**config.mk**
```make
export PLATFORM = sky130hd
export DESIGN_NAME = voice_scheduler
export DESIGN_NICKNAME = d
export VERILOG_FILES = /design/src/rtl/voice_scheduler.sv
export SDC_FILE = /design/constraint.sdc
export NUM_CORES = 1
export LEC_CHECK = 0
export CORE_ASPECT_RATIO = 2
export CORE_MARGIN = 5
export CORE_UTILIZATION = 61
export DETAILED_ROUTE_END_ITERATION = 12
export PLACE_DENSITY_LB_ADDON = 0.25
export SLEW_MARGIN = 30
export SYNTH_ARGS = -nofsm -noshare
export SYNTH_HDL_FRONTEND = slang
export SYNTH_SLANG_ARGS = --single-unit
```
**constraint.sdc**
```tcl
create_clock -name clock -period 8.35 [get_ports clock]
set_clock_uncertainty 0.15 [all_clocks]
set_input_delay 1.2525 -clock clock [delete_from_list [all_inputs] [get_ports clock]]
set_output_delay 1.2525 -clock clock [all_outputs]
set_load 0.01 [all_outputs]
```
**src/rtl/voice_scheduler.sv**
```systemverilog
// Voice allocator and sample sequencer: shares NUM_SLOTS square-wave voices among
// NUM_KEYS keys and writes one mixed sample every SAMPLE_DIV clocks to the DAC FIFO.
module voice_scheduler #(
    parameter int NUM_KEYS      = 8,
    parameter int NUM_SLOTS     = 4,
    parameter int SAMPLE_DIV    = 1042,
    parameter int AMP_PER_VOICE = 500000000,
    parameter logic [NUM_KEYS*32-1:0] HALF_PERIODS = {
        32'd47892, 32'd50619, 32'd56818, 32'd63776,
        32'd71633, 32'd76012, 32'd85324, 32'd95785}
) (
    input  logic                       clock,
    input  logic                       resetn,
    input  logic [NUM_KEYS-1:0]        key_play,
    input  logic                       audio_out_allowed,
    output logic [31:0]                audio_out,
    output logic                       write_audio_out,
    output logic                       clear_audio_out_memory,
    output logic [$clog2(NUM_SLOTS):0] active_voices,
    output logic                       voices_full,
    output logic                       overrun
);
    localparam int KW = (NUM_KEYS > 1) ? $clog2(NUM_KEYS) : 1;
    localparam int SW = (NUM_SLOTS > 1) ? $clog2(NUM_SLOTS) : 1;
    localparam int AW = $clog2(NUM_SLOTS) + 1;
    localparam int TW = $clog2(SAMPLE_DIV + 1);
    localparam logic [TW-1:0] TICK_RELOAD = TW'(SAMPLE_DIV - 1);
    localparam logic [31:0]   AMP         = 32'(AMP_PER_VOICE);
    localparam logic [31:0]   NEG_AMP     = 32'd0 - AMP;
    localparam logic [AW-1:0] FULL_COUNT  = AW'(NUM_SLOTS);

    typedef enum logic [1:0] {
        ST_IDLE  = 2'd0,
        ST_LATCH = 2'd1,
        ST_WAIT  = 2'd2,
        ST_WRITE = 2'd3
    } state_t;

    logic [31:0]          hp_table_s [NUM_KEYS];
    logic [NUM_SLOTS-1:0] valid_r, valid_nxt_s, phase_r, phase_nxt_s;
    logic [KW-1:0]        key_r [NUM_SLOTS];
    logic [KW-1:0]        key_nxt_s [NUM_SLOTS];
    logic [31:0]          cnt_r [NUM_SLOTS];
    logic [31:0]          cnt_nxt_s [NUM_SLOTS];
    logic [NUM_KEYS-1:0]  owned_s, cand_s;
    logic [KW-1:0]        key_sel_s;
    logic [SW-1:0]        slot_sel_s;
    logic                 alloc_s;
    logic [AW-1:0]        active_nxt_s;
    logic [31:0]          mix_s;
    logic [TW-1:0]        tick_cnt_r;
    logic                 tick_s;
    state_t               state_r, state_nxt_s;
    logic                 latch_en_s, write_nxt_s, overrun_nxt_s;

    for (genvar k = 0; k < NUM_KEYS; k++) begin : g_hp
        assign hp_table_s[k] = HALF_PERIODS[32*k +: 32];
    end

    // Release, single allocation per cycle and voice tone counters
    always_comb begin
        owned_s      = '0;
        key_sel_s    = '0;
        slot_sel_s   = '0;
        active_nxt_s = '0;
        mix_s        = 32'd0;
        for (int s = 0; s < NUM_SLOTS; s++) begin
            owned_s[key_r[s]] = owned_s[key_r[s]] | valid_r[s];
            mix_s = mix_s + (valid_r[s] ? (phase_r[s] ? AMP : NEG_AMP) : 32'd0);
        end
        cand_s = key_play & ~owned_s;
        for (int k = NUM_KEYS - 1; k >= 0; k--) begin
            key_sel_s = cand_s[k] ? KW'(k) : key_sel_s;
        end
        // Slots freed this cycle stay unavailable until the next one
        for (int s = NUM_SLOTS - 1; s >= 0; s--) begin
            slot_sel_s = !valid_r[s] ? SW'(s) : slot_sel_s;
        end
        alloc_s = (|cand_s) && !(&valid_r);
        for (int s = 0; s < NUM_SLOTS; s++) begin
            if (valid_r[s] && key_play[key_r[s]]) begin
                valid_nxt_s[s] = 1'b1;
                key_nxt_s[s]   = key_r[s];
                if (cnt_r[s] == 32'd1) begin
                    cnt_nxt_s[s]   = hp_table_s[key_r[s]];
                    phase_nxt_s[s] = ~phase_r[s];
                end else begin
                    cnt_nxt_s[s]   = cnt_r[s] - 32'd1;
                    phase_nxt_s[s] = phase_r[s];
                end
            end else if (alloc_s && (slot_sel_s == SW'(s))) begin
                valid_nxt_s[s] = 1'b1;
                key_nxt_s[s]   = key_sel_s;
                cnt_nxt_s[s]   = hp_table_s[key_sel_s];
                phase_nxt_s[s] = 1'b1;
            end else begin
                valid_nxt_s[s] = 1'b0;
                key_nxt_s[s]   = key_r[s];
                cnt_nxt_s[s]   = cnt_r[s];
                phase_nxt_s[s] = 1'b0;
            end
            active_nxt_s = active_nxt_s + AW'(valid_nxt_s[s]);
        end
    end

    // Slot state registers
    always_ff @(posedge clock or negedge resetn) begin
        if (!resetn) begin
            valid_r <= '0;
            phase_r <= '0;
            for (int s = 0; s < NUM_SLOTS; s++) begin
                key_r[s] <= '0;
                cnt_r[s] <= 32'd0;
            end
        end else begin
            valid_r <= valid_nxt_s;
            phase_r <= phase_nxt_s;
            for (int s = 0; s < NUM_SLOTS; s++) begin
                key_r[s] <= key_nxt_s[s];
                cnt_r[s] <= cnt_nxt_s[s];
            end
        end
    end

    assign tick_s = (tick_cnt_r == '0);

    // Sample-rate divider
    always_ff @(posedge clock or negedge resetn) begin
        if (!resetn) begin
            tick_cnt_r <= TICK_RELOAD;
        end else if (tick_s) begin
            tick_cnt_r <= TICK_RELOAD;
        end else begin
            tick_cnt_r <= tick_cnt_r - TW'(1);
        end
    end

    // Sample FSM state register
    always_ff @(posedge clock or negedge resetn) begin
        if (!resetn) begin
            state_r <= ST_IDLE;
        end else begin
            state_r <= state_nxt_s;
        end
    end

    // Sample FSM next-state logic
    always_comb begin
        state_nxt_s = state_r;
        case (state_r)
            ST_IDLE: begin
                if (tick_s) begin
                    state_nxt_s = ST_LATCH;
                end else begin
                    state_nxt_s = ST_IDLE;
                end
            end
            ST_LATCH: state_nxt_s = ST_WAIT;
            ST_WAIT: begin
                if (audio_out_allowed) begin
                    state_nxt_s = ST_WRITE;
                end else begin
                    state_nxt_s = ST_WAIT;
                end
            end
            ST_WRITE: state_nxt_s = ST_IDLE;
            default:  state_nxt_s = ST_IDLE;
        endcase
    end

    // Sample FSM output decode (registered below)
    always_comb begin
        latch_en_s    = (state_r == ST_IDLE) && tick_s;
        write_nxt_s   = (state_nxt_s == ST_WRITE);
        overrun_nxt_s = tick_s && (state_r != ST_IDLE);
    end

    // Registered outputs
    always_ff @(posedge clock or negedge resetn) begin
        if (!resetn) begin
            audio_out              <= 32'd0;
            write_audio_out        <= 1'b0;
            clear_audio_out_memory <= 1'b0;
            active_voices          <= '0;
            voices_full            <= 1'b0;
            overrun                <= 1'b0;
        end else begin
            if (latch_en_s) begin
                audio_out <= mix_s;
            end else begin
                audio_out <= audio_out;
            end
            write_audio_out        <= write_nxt_s;
            clear_audio_out_memory <= (active_voices != '0) && (active_nxt_s == '0);
            active_voices          <= active_nxt_s;
            voices_full            <= (active_nxt_s == FULL_COUNT);
            overrun                <= overrun_nxt_s;
        end
    end
endmodule

```
==> results of run 1 <==
worst max-delay path by stage:
stage                                    start                          endpoint  slack (ps)  depth (start not counted)
after floorplan           key_r[8]$_DFFE_PN0P_  clear_audio_out_memory$_DFF_PN0_        3420                         19
after detailed placement  key_r[8]$_DFFE_PN0P_  clear_audio_out_memory$_DFF_PN0_        1450                         16
after global placement    key_r[8]$_DFFE_PN0P_  clear_audio_out_memory$_DFF_PN0_        1540                         16
final                     key_r[6]$_DFFE_PN0P_  clear_audio_out_memory$_DFF_PN0_        1510                         16
after global routing      key_r[6]$_DFFE_PN0P_  clear_audio_out_memory$_DFF_PN0_        1100                         16
after CTS                 key_r[8]$_DFFE_PN0P_  clear_audio_out_memory$_DFF_PN0_        1410                         16
cells in the final DEF, fill, tap and decap left out, types with 12 or more instances in the layout:
cell type        count
xor2_1              39
ha_1                50
inv_1               53
clkbuf_16           17
o21ai_0             80
or3_1               25
a211oi_1            43
a41oi_1             13
and2_1              12
o21a_1              17
buf_4               17
nor3_1              69
nand3_1             50
xnor2_1             43
nand2b_1            20
nor2b_1             21
dfrtp_1            188
o31ai_1             17
or2_2               12
nor4_1              21
a31oi_1             85
mux2_2              15
nand2_1            177
a21o_1              13
a221o_1             26
clkdlybuf4s50_1     40
mux2i_1             18
nor2_1             200
a21oi_1            112
report_power, final:
part	internal, µW	total, µW	switching [µW]
Combinational	1520	4320	2800
Clock	423	808	385
Sequential	1200	1600	403
Total	3140	6720	3580
synthesized netlist by cell type (9+ instances only):
| cell | instances |
|---|---|
| nand2_1 | 177 |
| a41oi_1 | 13 |
| a211oi_1 | 44 |
| and2_1 | 12 |
| o21a_1 | 17 |
| fa_1 | 10 |
| ha_1 | 50 |
| buf_2 | 16 |
| mux2i_1 | 18 |
| xnor2_1 | 43 |
| nor2_1 | 204 |
| o211ai_1 | 11 |
| xor2_1 | 39 |
| o31ai_1 | 20 |
| nor2b_1 | 21 |
| a221o_1 | 26 |
| nor4_1 | 22 |
| mux2_2 | 15 |
| a21o_1 | 13 |
| buf_4 | 10 |
| o41ai_1 | 9 |
| and3_1 | 11 |
| inv_1 | 53 |
| dfrtp_1 | 189 |
| a31oi_1 | 85 |
| or2_2 | 12 |
| a21oi_1 | 112 |
| clkbuf_1 | 65 |
| nand3_1 | 51 |
| o21ai_0 | 80 |
| or3_1 | 25 |
| nand2b_1 | 20 |
| nor3_1 | 70 |
routing by layer:
layer  wire (µm)  vias to the layer above  GRT usage (%)
li1            -                     6138              -
met1       14700                     6360           34.3
met2       22500                      522           58.5
met3        1800                      204           4.41
met4        4190                        0           26.9
met5           0                        -              0
per-stage QoR:
step | cell area [µm²] | utilization, % | worst slack [ps] | total power [µW] | hold WS (ps)
floorplan | 14000 | - | 3420 | 4560 | 291
global placement | 14500 | 64.0 | 1540 | 5730 | 307
detailed placement | 14500 | 64.0 | 1450 | 5800 | 316
CTS | 15100 | 66.5 | 1410 | 6630 | 325
global route | 15100 | 66.6 | 1100 | 7180 | 343
finish | 15100 | 66.6 | 1510 | 6720 | 327
cell type report:
type | count | area [µm²]
multi-input combinational | 1354 | 8600
fill | 1939 | 7570
sequential | 192 | 4810
timing repair buffer | 59 | 553
clock buffer | 21 | 450
tap | 280 | 350
inverter | 55 | 206
clock inverter | 11 | 106
worst max-delay path: stages, from the launching register on:
cell	delay (ps)
dfrtp_1	810
inv_1	350
o32ai_1	590
a211oi_1	170
o2111a_2	220
a31o_2	260
a21oi_2	180
or4_1	450
o221ai_2	390
o31a_1	380
buf_4	210
nor2_4	340
clkinv_1	690
fa_1	700
ha_1	210
ha_1	310
nor4_1	280
kinds of logic after synthesis:
group | after synthesis
AOI/OAI and AO/OA | 502
xor gates and xnor gates | 82
adders and majority gates | 60
buffers and inverters | 152
DFF | 192
muxes | 36
other | 1
and+or+nand+nor | 666
registers in the layout, indices dropped and copies added (netlist names):
signal                  count
active_voices               3
audio_out                  24
clear_audio_out_memory      1
cnt_r                     128
key_r                      12
overrun                     1
phase_r                     4
state_r                     2
tick_cnt_r                 11
valid_r                     4
voices_full                 1
write_audio_out             1
==> impl_metrics.yaml, run 1 <==
die:
  start_util_pct: 61.6
  ios: 50
  core_area_mm2: 0.0226
  core.rowCount: 78
  dieHeight_um: 224
  die-area_mm2: 0.0262
  die_x_um: 117
synth:
  synth_mux_area_share_pct: 2.99
  synth_area_leaders: "dfrtp_1 34%, nor2_1 5.5%, nand2_1 4.8%, ha_1 4.5%, a21oi_1 4.0%"
  yosys.area.top_type: "dfrtp_1"
  synth_top_family_by_area: "compound AO/OA/AOI/OAI gates"
  synth_edf_count: 0
  synth_cell_type_count: 89
  synth_xor_area_share_pct: 5.15
  ys_seq_elements: 192
  syn_inst: 1691
  synthSimpleGateAreaFrac_pct: 22.6
  avgSynthCellArea_um2: 8.25
  synth_top_area_share_pct: 33.9
  synth-main-ff-cell: "dfrtp_1"
  synth_warnings: 0
  synth_compound_area_share_pct: 24.4
  synth_area_mm2: 0.0140
  synth-adder-area-share_pct: 5.92
  async_flop_share_pct: 100
  yosysSeqAreaShare_pct: 34.5
global_route:
  antenna_found_initial: 0
  grt_usage_pct: 33.4
  grt-ovfl-total: 0
  grt_pass1_vias: 12674
  grt_max_degree: 76
  grt_pass1_wl_mm: 67.6
worst_hold_path:
  hp-start: "cnt_r[28]$_DFFE_PN0P_"
  hp-class: "flop to flop"
  hold_depth: 1
  holdPathEnd: "cnt_r[28]$_DFFE_PN0P_"
worst_setup_path:
  reg2regPathDepth: 16
  crit_type: "flop to flop"
  start_kind: "flop"
  reg2reg_slack_ps: 1510
  worstReg2RegEnd: "clear_audio_out_memory$_DFF_PN0_"
  crit_path_end_kind: "flop"
  timing.rr.start: "key_r[6]$_DFFE_PN0P_"
  worstPathArrival_ps: 7050
  path_max_fanout: 20
  critPathRequiredTime_ps: 8560
cts:
  clk_path_buf_depth: 2
  tritoncts.num_buffers: 17
  post_cts_buffers: 0
  clock_sinks: 192
  cts-htree-levels: 4
  cts-root-buf: "clkbuf_16"
  insertion_delay_ps: 470
  ctsHoldBuffers: 0
  cts_tree: "done"
  clk_pin_slew_ps: 80
  post_cts_resized: 0
detailed_routing:
  via_count: 13224
  ant_nets: 0
  wl_per_cell_um: 21.9
  drt-total-wl_mm: 43.2
  vias_per_cell: 6.71
  drc: 0
  drt_iter0_drc: 991
  drtPass1Iterations: 7
layout:
  drive_gt1_share_pct: 7.15
  diodes: 0
  final_cells: 1972
  syn2layout_area_growth_pct: 8.03
  final_nets: 1750
sta:
  rsz0062_at_grt: "false"
  setup_tns_ps: 0
  max-slew-margin-rel_pct: 34.9
  fmax_mhz: 146
  final-hold-violation-count: 0
  worst_pin_slew_ps: 971
  period_share_pct: 81.9
  setup_viol: 0
  fin_crit_ps: 6840
  slew_violations: 0
power:
  peakVddDrop_mv: 0.303
  cellPowerDensity_mw_per_mm2: 446
  leakage_uw: 0.00624
outcome:
  status: "completed"
placement:
  io_buffer_count: 41
  dp_hpwl_mm: 32.1
  routabilityCongestion: 0.991
  place_inst: 1940
flow_run:
  max_cap_viol_count: 0
Power figures use the tool's default switching activity.
==> run 2: changes to the inputs <==
--- a/config.mk
+++ b/config.mk
@@ -7,7 +7,7 @@
 export LEC_CHECK = 0
 export CORE_ASPECT_RATIO = 2
 export CORE_MARGIN = 5
-export CORE_UTILIZATION = 61
+export CORE_UTILIZATION = 57
 export DETAILED_ROUTE_END_ITERATION = 12
 export PLACE_DENSITY_LB_ADDON = 0.25
 export SLEW_MARGIN = 30
==> constraint.sdc (replaced) <==
create_clock -name clock -period 6 [get_ports clock]
set_clock_uncertainty 0.15 [all_clocks]
set_input_delay 0.9 -clock clock [delete_from_list [all_inputs] [get_ports clock]]
set_output_delay 0.9 -clock clock [all_outputs]
set_load 0.01 [all_outputs]
==> run 2 against run 1 <==
Combinational power grew 49%. Power grew 46%. Sequential cell count is the same. Critical endpoint is now audio_out[25]$_DFFE_PN0P_. Critical path type unchanged.
==> impl_metrics.yaml, run 2 (same netlist as run 1, synthesis figures left out) <==
layout:
  diodes: 0
  fillers: 2150
  finalCoreUtilization_pct: 63.0
  drive_gt1_share_pct: 8.78
  regMostFlops: "cnt_r"
  mostFrequentLayoutCells: "200 x nor2_1, 188 x dfrtp_1, 177 x nand2_1"
  layout_commonest_cell: "nor2_1"
  reg_top3: "cnt_r (128), audio_out (24), key_r (12)"
  largest_reg_flops: 128
  multiInputGateArea_mm2: 0.00860
  syn2layout_area_growth_pct: 9.80
  seqCellArea_mm2: 0.00481
  final_nets: 1779
cts:
  cts-root-buf: "clkbuf_16"
  clk_path_buf_depth: 2
  clk_pin_slew_ps: 70
  insertion_delay_ps: 470
  clock_sinks: 192
  cts-htree-levels: 4
  tritoncts.num_buffers: 17
  cts_tree: "done"
outcome:
  status: "completed"
detailed_routing:
  wl_per_cell_um: 23.5
  drtPass1Iterations: 6
  drt-total-wl_mm: 47.3
  vias_per_cell: 6.73
  drt_iter0_drc: 1310
  drc: 0
  ant_nets: 0
  via_count: 13518
placement:
  io_buffer_count: 41
  routabilityCongestion: 1.00
  dp_hpwl_mm: 35.6
sta:
  rsz0062_at_grt: "false"
  fin_crit_ps: 5610
  worst_pin_slew_ps: 1040
  max-slew-margin-rel_pct: 29.9
  final-hold-violation-count: 0
  period_share_pct: 93.4
  slew_violations: 0
  fmax_mhz: 178
  setup_tns_ps: 0
  setup_viol: 0
worst_hold_path:
  hp-class: "flop to flop"
  hold_depth: 2
flow_run:
  max_cap_viol_count: 0
power:
  cellPowerDensity_mw_per_mm2: 639
  leakage_uw: 0.00639
  peakVddDrop_mv: 0.366
global_route:
  grt_pass1_wl_mm: 73.0
  grt_pass1_vias: 13308
  grt_max_degree: 89
  antenna_found_initial: 1
  grt-ovfl-total: 0
  grt_usage_pct: 34.0
worst_setup_path:
  worstPathArrival_ps: 5820
  crit_path_end_kind: "flop"
  path_max_fanout: 10
  critPathRequiredTime_ps: 6210
  crit_type: "flop to flop"
  reg2regPathDepth: 18
  start_kind: "flop"
die:
  dieHeight_um: 231
  core_area_mm2: 0.0243
  start_util_pct: 57.4
  core.rowCount: 81
  die_x_um: 121
  die-area_mm2: 0.0279
  ios: 50
run 2: what timing repair did:
action | CTS | global route
gates resized for setup | 0 | 3
buffers inserted | 0 | 0
hold buffers | 0 | 0
endpoints found under the hold margin | 0 | 0
endpoints found under the setup margin | 0 | 27
run 2: cell type report:
| class | instances | area share (%) |
|---|---|---|
| clock inverter | 7 | 0.490 |
| sequential | 192 | 31.4 |
| tap | 290 | 2.37 |
| timing repair buffer | 88 | 5.01 |
| clock buffer | 23 | 3.25 |
| multi-input combinational | 1354 | 56.1 |
| inverter | 55 | 1.35 |
run 2: critical path, stage by stage, from the launching register on:
cell and delay, ps:
dfrtp_1 660, inv_1 230, nor2_1 210, fa_1 530, fa_1 530, ha_1 170
inv_1 60, fa_1 420, nor2b_1 110, o21ai_0 100, a21boi_0 350, o21ai_0 160
a21oi_1 280, o21bai_1 140, a311oi_1 430, o21ai_0 250, a311oi_1 400, nor3_1 80
o31ai_1 230
run 2: final timing paths:
path	startpoint	end	slack (ps)
setup / recovery	valid_r[1]$_DFF_PN0_	audio_out[25]$_DFFE_PN0P_	390
hold / removal	audio_out[16]$_DFFE_PN0P_	audio_out[16]$_DFFE_PN0P_	330
setup reg to reg	valid_r[1]$_DFF_PN0_	audio_out[25]$_DFFE_PN0P_	390
hold reg to reg	audio_out[16]$_DFFE_PN0P_	audio_out[16]$_DFFE_PN0P_	330
max in group asynchronous	resetn	key_r[10]$_DFFE_PN0P_	4030
min in group asynchronous	resetn	cnt_r[92]$_DFFE_PN0N_	360
run 2: layer usage:
metal | wire length (µm) | share of wire [%] | vias up | track usage [%]
met3 | 2280 | 4.8 | 246 | 5.93
li1 | - | - | 6204 | -
met4 | 5140 | 11 | 2 | 30.2
met2 | 24300 | 51 | 622 | 60.4
met1 | 15600 | 33 | 6444 | 32.9
met5 | 13 | 0.027 | - | 0
run 2: metrics by stage:
| stage | instance area (µm²) | hold slack, ps | instances | total power, µW | setup slack, ps |
|---|---|---|---|---|---|
| finish | 15300 | 327 | 2009 | 9790 | 394 |
| global route | 15300 | 349 | 2009 | 10400 | 135 |
| CTS | 15300 | 327 | 2009 | 9590 | 166 |
| detailed placement | 14700 | 318 | 1979 | 8410 | 191 |
| global placement | 14700 | 307 | 1979 | 8320 | 345 |
| floorplan | 14000 | 291 | 1698 | 6340 | 1070 |
run 2: power by group:
part | total (µW) | internal [µW] | switching [µW]
Clock | 1150 | 626 | 529
Combinational | 6450 | 2260 | 4180
Sequential | 2190 | 1670 | 523
==> run 3: changes to the inputs <==
==> config.mk (replaced) <==
export PLATFORM = sky130hd
export DESIGN_NAME = voice_scheduler
export DESIGN_NICKNAME = d
export VERILOG_FILES = /design/src/rtl/voice_scheduler.sv
export SDC_FILE = /design/constraint.sdc
export NUM_CORES = 1
export LEC_CHECK = 0
export CELL_PAD_IN_SITES_DETAIL_PLACEMENT = 1
export CELL_PAD_IN_SITES_GLOBAL_PLACEMENT = 1
export CORE_ASPECT_RATIO = 2
export CORE_MARGIN = 5
export CORE_UTILIZATION = 43
export DETAILED_ROUTE_END_ITERATION = 12
export PLACE_DENSITY = 0.77
export SLEW_MARGIN = 0
export SYNTH_ARGS = -nofsm -noshare
export SYNTH_HDL_FRONTEND = slang
export SYNTH_SLANG_ARGS = --single-unit
==> run 3 against run 2 <==
Register-to-register slack worse by 110 ps. Critical path depth is 2 lower. Non-clock buffer count grew 3. Sequential power about the same. Global-route usage is 5.7 points lower. Worst hold slack worse by 9.5 ps. Worst setup slack worse by 110 ps. Combinational power about the same. Critical endpoint is now cnt_r[39]$_DFFE_PN0N_.
==> impl_metrics.yaml, run 3 (same netlist as run 1, synthesis figures left out) <==
worst_setup_path:
  cp_common_cell: "nor2_1"
  cp_top_family: "compound AO/OA/AOI/OAI gates"
  cp_num_cells: 16
  crit_path_end_kind: "flop"
  cp_num_buf_inv: 2
  reg2regPathDepth: 16
  crit_type: "flop to flop"
  worstPathArrival_ps: 5920
  critPathRequiredTime_ps: 6210
  cpPeakStageDelay_ps: 760
  crit_slowest_cell: "dfrtp_1"
  start_kind: "flop"
  path_cells: "or3b_2, nor2_1, a211oi_1, o2111a_2, nand3_2, o31a_1, or4_1, o41ai_4, nor3_2, or2_2, inv_1, ha_1, buf_4, a21oi_1, nor2_1, a221o_1"
  path_max_fanout: 19
layout:
  largest_reg_flops: 128
  drive_gt1_share_pct: 8.76
  final_nets: 1782
  final_area_mm2: 0.0155
  regMostFlops: "cnt_r"
  fillers: 3955
  syn2layout_area_growth_pct: 11.2
  layout_commonest_cell: "nor2_1"
  reg_top3: "cnt_r (128), audio_out (24), key_r (12)"
  mostFrequentLayoutCells: "203 x nor2_1, 188 x dfrtp_1, 177 x nand2_1"
  diodes: 0
cts:
  cts_tree: "done"
  clk_pin_slew_ps: 80
  cts-root-buf: "clkbuf_16"
  post_cts_buffers: 0
  insertion_delay_ps: 480
  cts-htree-levels: 4
  clock_sinks: 192
  clk_path_buf_depth: 2
  tritoncts.num_buffers: 17
sta:
  rsz0062_at_grt: "false"
  max-slew-margin-rel_pct: 19.0
  finalWorstSetupSlack_ps: 288
  setup_tns_ps: 0
  period_share_pct: 95.2
  slew_violations: 0
  fin_crit_ps: 5710
  fmax_mhz: 175
  setup_viol: 0
  final-hold-violation-count: 0
  worst_pin_slew_ps: 1210
placement:
  routabilityCongestion: 0.995
  place_area_mm2: 0.0149
  pre_cts_slack_ps: 377
  io_buffer_count: 41
  dp_hpwl_mm: 38.5
die:
  core.rowCount: 93
  start_util_pct: 43.5
  die_x_um: 137
  ios: 50
  die-area_mm2: 0.0364
  core_area_mm2: 0.0321
  dieHeight_um: 265
power:
  cellPowerDensity_mw_per_mm2: 632
  peakVddDrop_mv: 0.309
  leakage_uw: 0.00641
detailed_routing:
  drt-total-wl_mm: 50.8
  drtPass1Iterations: 5
  vias_per_cell: 6.34
  wl_per_cell_um: 23.6
  drc: 0
  ant_nets: 0
  drt_iter0_drc: 717
  via_count: 13627
global_route:
  grt_usage_pct: 28.3
  grt_pass1_wl_mm: 79.7
  grt_max_degree: 100
  grt-ovfl-total: 0
  antenna_found_initial: 0
  grt_pass1_vias: 14668
outcome:
  status: "completed"
flow_run:
  max_cap_viol_count: 0
worst_hold_path:
  hp-class: "primary input to async pin"
[run 3: final timing paths]
kind                                      startpoint                   endpoint  slack, ps
max in group asynchronous                     resetn      key_r[10]$_DFFE_PN0P_       4130
setup / recovery                key_r[3]$_DFFE_PN0P_      cnt_r[39]$_DFFE_PN0N_        290
setup reg to reg                key_r[3]$_DFFE_PN0P_      cnt_r[39]$_DFFE_PN0N_        290
min in group clock         audio_out[31]$_DFFE_PN0P_  audio_out[31]$_DFFE_PN0P_        330
hold reg to reg            audio_out[31]$_DFFE_PN0P_  audio_out[31]$_DFFE_PN0P_        330
hold / removal                                resetn     cnt_r[119]$_DFFE_PN0P_        320
[run 3: report_power, final]
part	internal, µW	leakage (µW)	switching, µW	total (µW)
Combinational	2290	0.00364	4120	6420
Clock	559	0.000285	619	1180
Sequential	1670	0.00248	544	2210
Total	4520	0.00641	5290	9800
[run 3: final cells by class]
cell class	instances	area, µm²	area share, %
clock buffer	17	425	2.74
multi-input combinational	1354	8580	55.3
clock inverter	15	165	1.06
timing repair buffer	91	790	5.09
inverter	55	206	1.33
tap	427	534	3.44
sequential	192	4810	31.0
[run 3: metal layers]
metal  track usage [%]  wire [µm]  up-vias
met5                 0          0        -
met4              23.0       4780        0
met3              4.58       1910      231
met2              52.1      27200      379
met1              26.5      16900     6804
li1                  -          -     6213
[run 3: per-stage QoR]
| stage | util [%] | cells | power, µW | hold slack (ps) |
|---|---|---|---|---|
| final | 48.3 | 2151 | 9800 | 318 |
| after global routing | 48.3 | 2151 | 10400 | 348 |
| after CTS | 48.3 | 2151 | 9740 | 327 |
| after detailed placement | 46.4 | 2119 | 8510 | 319 |
| after global placement | 46.4 | 2119 | 8320 | 308 |
| after floorplan | - | 1698 | 6340 | 291 |
[run 3: timing repair]
action                     CTS  global route
hold buffers                 0             0
setup endpoints to repair    0             4
gates resized for setup      0             3
